==> src/rtl/masked_add_sequencer.sv <==
// Bit-serial masked adder: one ISW-masked full-adder slice reused for WIDTH cycles per addition.
// Operand shares are never recombined; carry shares are refreshed by an internal Galois LFSR.
module masked_add_sequencer #(
    parameter int unsigned WIDTH     = 64,
    parameter int unsigned NSHARES   = 3,
    parameter logic [31:0] LFSR_SEED = 32'h1
) (
    input  logic                       clk,
    input  logic                       rst_n,
    input  logic                       in_valid,
    output logic                       in_ready,
    input  logic [NSHARES*WIDTH-1:0]   a_sh,
    input  logic [NSHARES*WIDTH-1:0]   b_sh,
    input  logic [NSHARES-1:0]         cin_sh,
    output logic                       out_valid,
    input  logic                       out_ready,
    output logic [NSHARES*WIDTH-1:0]   sum_sh,
    output logic [NSHARES-1:0]         cout_sh,
    output logic                       busy,
    output logic [$clog2(WIDTH)-1:0]   bit_idx
);
    localparam int unsigned IdxW     = $clog2(WIDTH);
    localparam int unsigned P        = NSHARES * (NSHARES - 1) / 2;
    localparam logic [31:0] LfsrMask = 32'h80200003;
    localparam logic [31:0] Seed     = (LFSR_SEED == 32'h0) ? 32'h1 : LFSR_SEED;

    typedef enum logic [1:0] {StIdle, StRun, StDone} state_e;

    state_e                        r_state;
    logic [NSHARES-1:0][WIDTH-1:0] r_a;
    logic [NSHARES-1:0][WIDTH-1:0] r_b;
    logic [NSHARES-1:0][WIDTH-1:0] r_sum;
    logic [NSHARES-1:0]            r_c;
    logic [NSHARES-1:0]            r_cout;
    logic [IdxW-1:0]               r_bit_idx;
    logic [31:0]                   r_lfsr;
    logic                          r_in_ready;
    logic                          r_out_valid;
    logic                          r_busy;

    logic [NSHARES-1:0] w_a_bit;
    logic [NSHARES-1:0] w_b_bit;
    logic [NSHARES-1:0] w_t;
    logic [NSHARES-1:0] w_s;
    logic [NSHARES-1:0] w_c_next;
    logic [31:0]        w_lfsr_next;

    // Pairs (i<j) take rnd bits in row-major order; r_ji is derived, never drawn.
    function automatic logic [NSHARES-1:0] isw(input logic [NSHARES-1:0] x,
                                               input logic [NSHARES-1:0] y,
                                               input logic [P-1:0]       rnd);
        logic [NSHARES-1:0][NSHARES-1:0] r;
        logic [NSHARES-1:0]              z;
        int                              k;
        r = '0;
        z = '0;
        k = 0;
        for (int i = 0; i < NSHARES; i++) begin
            for (int j = i + 1; j < NSHARES; j++) begin
                r[i][j] = rnd[k];
                r[j][i] = (rnd[k] ^ (x[i] & y[j])) ^ (x[j] & y[i]);
                k++;
            end
        end
        for (int i = 0; i < NSHARES; i++) begin
            z[i] = x[i] & y[i];
            for (int j = 0; j < NSHARES; j++) begin
                if (j != i) begin
                    z[i] = z[i] ^ r[i][j];
                end
            end
        end
        return z;
    endfunction

    always_comb begin
        w_a_bit     = '0;
        w_b_bit     = '0;
        w_lfsr_next = {1'b0, r_lfsr[31:1]} ^ (r_lfsr[0] ? LfsrMask : 32'h0);
        for (int j = 0; j < NSHARES; j++) begin
            w_a_bit[j] = r_a[j][r_bit_idx];
            w_b_bit[j] = r_b[j][r_bit_idx];
        end
        w_t      = w_a_bit ^ w_b_bit;
        w_s      = w_t ^ r_c;
        w_c_next = isw(w_a_bit, w_b_bit, r_lfsr[P-1:0]) ^ isw(r_c, w_t, r_lfsr[2*P-1:P]);
    end

    always_ff @(posedge clk or negedge rst_n) begin
        if (!rst_n) begin
            r_state     <= StIdle;
            r_a         <= '0;
            r_b         <= '0;
            r_sum       <= '0;
            r_c         <= '0;
            r_cout      <= '0;
            r_bit_idx   <= '0;
            r_lfsr      <= Seed;
            r_in_ready  <= 1'b1;
            r_out_valid <= 1'b0;
            r_busy      <= 1'b0;
        end else begin
            r_lfsr <= w_lfsr_next;
            unique case (r_state)
                StIdle: begin
                    if (in_valid) begin
                        r_a        <= a_sh;
                        r_b        <= b_sh;
                        r_c        <= cin_sh;
                        r_bit_idx  <= '0;
                        r_in_ready <= 1'b0;
                        r_busy     <= 1'b1;
                        r_state    <= StRun;
                    end
                end
                StRun: begin
                    for (int j = 0; j < NSHARES; j++) begin
                        r_sum[j][r_bit_idx] <= w_s[j];
                    end
                    r_c <= w_c_next;
                    if (r_bit_idx == IdxW'(WIDTH - 1)) begin
                        r_cout      <= w_c_next;
                        r_bit_idx   <= '0;
                        r_busy      <= 1'b0;
                        r_out_valid <= 1'b1;
                        r_state     <= StDone;
                    end else begin
                        r_bit_idx <= r_bit_idx + IdxW'(1);
                    end
                end
                StDone: begin
                    if (out_ready) begin
                        r_out_valid <= 1'b0;
                        r_in_ready  <= 1'b1;
                        r_state     <= StIdle;
                    end
                end
                default: r_state <= StIdle;
            endcase
        end
    end

    assign in_ready  = r_in_ready;
    assign out_valid = r_out_valid;
    assign busy      = r_busy;
    assign bit_idx   = r_bit_idx;
    assign sum_sh    = r_sum;
    assign cout_sh   = r_cout;

endmodule

==> config.mk <==
export PLATFORM = sky130hd
export DESIGN_NAME = masked_add_sequencer
export DESIGN_NICKNAME = d
export VERILOG_FILES = /design/src/rtl/masked_add_sequencer.sv
export SDC_FILE = /design/constraint.sdc
export NUM_CORES = 1
export LEC_CHECK = 0
export CAP_MARGIN = 5
export CORE_MARGIN = 2
export CORE_UTILIZATION = 25
export DETAILED_ROUTE_END_ITERATION = 8
export SLEW_MARGIN = 30
export SYNTH_ARGS = -nofsm -noshare
export SYNTH_HDL_FRONTEND = slang
export SYNTH_SLANG_ARGS = --single-unit
==> constraint.sdc <==
create_clock -name clk -period 10.4 [get_ports clk]
set_clock_uncertainty 0.2 [all_clocks]
set_input_delay 2.08 -clock clk [delete_from_list [all_inputs] [get_ports clk]]
set_output_delay 2.08 -clock clk [all_outputs]
set_load 0.03 [all_outputs]
After elaboration in Yosys (flattened, before gate mapping) --
Index checks and enable logic that the tools add are counted.
Operators by class: add/sub/neg operators 1, order comparisons 2, equality and inequality tests 6, muxes and demuxes 36, bitwise operators 46, reduce and logical (&&, ||, !) cells 12
Operators by type and width (count):
- $bwmux 64 | 3
- $bmux 1 s6 | 6
- $mux 32 | 1
- $xor 31x32->32 | 1
- $xor 1x1->1 | 24
- $and 1x1->1 | 18
- $mux 1 | 13
- $mux 6 | 2
- $pmux 6 s2 | 1
- $reduce_and 3->1 | 4
- $xor 3x3->3 | 3
- $lt 6x7->1 const B | 1
- $add 6x1->6 const B | 1
- $demux 1 s6 | 1
- $eq 6x6->1 const B | 1
- $ge 6x1->1 const B | 1
- $mux 2 | 3
- $ne 2x2->1 const B | 3
- $pmux 1 s2 | 3
- $pmux 2 s3 | 1
- $pmux 3 s2 | 1
- $reduce_and 2->1 | 3
- $reduce_bool 2->1 | 3
- $mux 3 | 1
- other kinds (4) | 4
Word-level totals: register bits 625, input port bits 391, output and inout port bits 204, logic and storage cells 120

Longest topological paths before layout --
depth after elaboration 10, depth in mapped cells 19, gate-level depth less buffers 15

Least setup slack after synthesis --
OpenSTA, ideal clock, no wires.
path type register to register, from reg r_bit_idx[0] (netlist: bit_idx[0]), to reg r_cout[2] (netlist: cout_sh[2]), arrival time 3.954 ns, data required time 10.123 ns, setup slack 6.169 ns, cell stages (with the launch flop) 17, path buffers 5, cell sequence dfrtp_1 > buf_6 > buf_12 > buf_6 > buf_6 > buf_2 > mux4_2 > a221oi_1 > a31oi_1 > ha_1 > ha_1 > xnor2_1 > xnor2_1 > xnor2_1 > xnor2_1 > xnor3_1 > a21oi_1
On the way: longest elaborated chain between the ends 9, elaborated cells between the ends (all ways) 38, classes of those cells 1 x eq/ne; 12 x mux; 24 x bitwise; 1 x reduce/logical
Ends and longest elaborated chain:
- from (decl) | RTL line 35 | logic [IdxW-1:0] r_bit_idx;
- from (signal assigned) | RTL line 128 | r_bit_idx <= r_bit_idx + IdxW'(1);
- $bmux 1 s6 (on tied branches) | RTL line 81, 82
- $mux 1 (on tied branches) | RTL line 81, 82
- $xor 3x3->3 | RTL line 84 | w_t = w_a_bit ^ w_b_bit;
- $and 1x1->1 | RTL line 61 | r[j][i] = (rnd[k] ^ (x[i] & y[j])) ^ (x[j] & y[i]);
- $xor 1x1->1 (2 in series) | RTL line 61
- $xor 1x1->1 (2 in series) | RTL line 69 | z[i] = z[i] ^ r[i][j];
- $xor 3x3->3 | RTL line 86 | w_c_next = isw(w_a_bit, w_b_bit, r_lfsr[P-1:0]) ^ isw(r_c, w_t, r_lfsr[2*P-1:P]);
- to (signal assigned) | RTL line 122 | r_cout <= w_c_next;
- to (decl) | RTL line 34 | logic [NSHARES-1:0] r_cout;
Several ways; a longest one is shown, not always the timed one. The select of a mux whose other input is x is not followed. A chain may end at the register's enable or synchronous reset.

Worst setup path in the final report --
from reg r_bit_idx[2] (netlist: bit_idx[2]), to out bit_idx[2]
RTL lines:
- to (decl) | RTL line 20 | output logic [$clog2(WIDTH)-1:0] bit_idx
No word-level cell between the ends.

==> impl_metrics.py <==
metrics = {
    "drt": {
        "drt_wl_total_mm": 98.2,
        "dr_wl_met3_mm": 5.38,
        "vias_per_cell": 4.55,
        "first_pass_iters": 5,
        "route.detailed.drc": 0,
        "met1_length_mm": 43.2,
        "drtIter0Drc": 1284,
        "ant_nets": 0,
        "top_layer": "met5",
        "vias": 21007,
        "detail_route.wl_per_cell_um": 21.2,
        "wl_met2_mm": 46.0,
    },
    "critical_path": {
        "timing.rr.end": "sum_sh[42]$_DFFE_PN0P_",
        "r2r_cells": 10,
        "critPathMaxFanout": 55,
        "crit_end": "bit_idx[2]",
        "worstSetupPathType": "reg -> out",
        "rrSetupSlack_ns": 5.09,
        "crit_start": "bit_idx[2]$_DFFE_PN0P_",
        "arrival_ns": 3.13,
        "cp.required_ns": 8.12,
        "reg2reg_from": "bit_idx[1]$_DFFE_PN0P_",
        "crit_path_end_kind": "primary output",
        "cp-start-kind": "flip-flop",
    },
    "cells_and_area": {
        "nFillCells": 10776,
        "areaGrowthSynthToFinish_pct": 37.8,
        "final_util_pct": 34.7,
        "drive_gt1_share_pct": 14.2,
        "finalNetCount": 3538,
    },
    "cts": {
        "htreeDepth": 3,
        "clkTransAtPathRegs_ns": 0.06,
        "insertion_delay_ns": 0.65,
        "hold_buffers": 0,
        "cts_buffer_depth": 3,
        "cts_resized": 0,
        "numCtsBuffers": 76,
        "numClockSinks": 625,
        "post_cts_buffers": 0,
        "root_buffer": "clkbuf_16",
        "cts_tree": "built",
    },
    "timing": {
        "worst_slack_ns": 4.99,
        "clock.fmax_ghz": 0.185,
        "finalSetupTns_ns": 0,
        "drv_slew": 0,
        "setup_viol": 0,
        "slew_headroom_pct": 25.4,
        "hold_violations": 0,
        "fin_crit_sh_pct": 52.0,
        "worst_pin_slew_ns": 1.12,
        "rsz0062_at_grt": "no",
        "finalCriticalPeriod_ns": 5.41,
    },
    "grt": {
        "grt_overflow": 0,
        "grt_pass1_vias": 21523,
        "grt_pass1_wl_mm": 143,
        "grtUsageTotal_pct": 17.6,
        "grt_max_degree": 176,
        "antenna_found_initial": 26,
    },
    "logic_synthesis": {
        "yosysSeqAreaShare_pct": 58.2,
        "synth_area_per_cell_um2": 10.3,
        "syn_area_um2": 26900,
        "synth_nets": 2999,
        "synth_edf_count": 0,
        "postSynth.asyncResetShare_pct": 100,
        "synth_commonest_cells": "nand2_1 (1204), dfrtp_1 (623), mux2_2 (213), clkbuf_1 (128), nor2_1 (66)",
        "synth_most_common_cell": "nand2_1",
        "netlist.area_leader.share_pct": 58.0,
        "synth_seq_cells": 625,
        "ys_warn_count": 0,
        "synth-main-ff-cell": "dfrtp_1",
        "postSynthCellCount": 2601,
        "yosysTopAreaCell": "dfrtp_1",
        "synth_cell_type_count": 59,
        "ys_top_cells_by_area": "dfrtp_1 (58%), nand2_1 (17%), mux2_2 (8.9%), mux4_2 (4.9%), clkbuf_1 (1.8%)",
    },
    "power_and_ir_drop": {
        "p_leak_nw": 17.4,
        "p_total_mw": 12.1,
        "power_density_nw_per_um2": 326,
        "ir_drop_uv": 562,
    },
    "floorplan": {
        "core.rowCount": 120,
        "dieArea_um2": 110000,
        "die_y_um": 332,
        "initial_core_util_pct": 25.2,
        "io_pins": 595,
        "core_um2": 107000,
        "die_w_um": 332,
    },
    "place": {
        "portBuffers": 594,
        "place_ws_ns": 5.08,
        "hpwl_mm": 69.4,
        "place_congestion": 0.800,
    },
    "outcome": {
        "outcome": "completed",
    },
    "run": {
        "maxCapViolCount": 0,
    },
    "min_path": {
        "hp-class": "reg -> reg",
    },
}
[layout make-up]
class | instances | area, um2 | area share (%)
diodes | 20 | 50.0 | 0.135
repair buffers | 626 | 6330 | 17.1
flip-flops and latches | 625 | 15700 | 42.2
clock inverters | 32 | 485 | 1.31
multi-input cells | 1807 | 10600 | 28.6
inverters | 4 | 15.0 | 0.0405
well taps | 1403 | 1760 | 4.74
clock buffers | 105 | 2190 | 5.92
[cells by family after synthesis]
group	after synthesis	share of synthesized area, %
mux	306	15.2
fa+ha+maj	7	0.326
simple gates	1340	19.4
xor+xnor	25	0.865
buf+inv	169	2.67
compound gates	129	3.31
flops	625	58.2
[cells in the final DEF (no fill, tap or decap), drive strengths merged, types with 8 or more instances in the layout]
cell type,instances
mux4,60
inv,8
buf,33
clkdlybuf4s50,593
nor2,66
a21oi,21
bufinv,9
clkinv,16
mux2i,32
nand3,14
a22oi,28
clkbuf,105
nand2,1204
a221oi,17
xnor2,17
diode,20
mux2,214
and3,12
o21ai,24
dfrtp,623
nor2b,8
[through the flow]
step / instance area, um2 / instances / hold WS, ns
detailed placement: 34200 / 4462 / 0.135
finish: 37100 / 4622 / 0.143
floorplan: 26900 / 2601 / 0.131
global placement: 34200 / 4461 / 0.132
CTS: 36900 / 4599 / 0.141
global route: 37100 / 4619 / 0.151
[state kept, by name, summed over array words and instances, names as in the netlist]
name       cells
sum_sh       192
r_c            3
r_state        2
busy           1
in_ready       1
out_valid      1
bit_idx        6
r_b          192
r_a          192
cout_sh        3
r_lfsr        32
[critical path, stage by stage, from the launching register on]
cell and delay [ns]:
dfrtp_4 0.81, buf_4 0.73, clkdlybuf4s50_1 0.91
[report_power, final]
group	internal, mW	switching, mW	leakage, nW
clock	1.71	1.12	1.31
sequential	3.40	0.656	8.00
combinational	2.01	3.17	8.12
[metal layers]
metal | vias to the layer above | global-route usage (%)
li1 | 9624 | -
met1 | 10529 | 23.4
met2 | 672 | 27.8
met3 | 176 | 3.32
met4 | 6 | 7.63
met5 | - | 0
[worst min path at each step]
stage	to	slack, ns	cells past startpoint	from
floorplan	r_lfsr[10]$_DFF_PN0_	0.13	0	r_lfsr[11]$_DFF_PN0_
global placement	r_lfsr[20]$_DFF_PN0_	0.13	0	r_lfsr[21]$_DFF_PN0_
detailed placement	r_lfsr[10]$_DFF_PN0_	0.13	0	r_lfsr[11]$_DFF_PN0_
CTS	r_lfsr[10]$_DFF_PN0_	0.14	0	r_lfsr[11]$_DFF_PN0_
global route	r_lfsr[20]$_DFF_PN0_	0.15	0	r_lfsr[21]$_DFF_PN0_
finish	r_lfsr[10]$_DFF_PN0_	0.14	0	r_lfsr[11]$_DFF_PN0_
No activity file was read; power rests on OpenSTA's default activity.
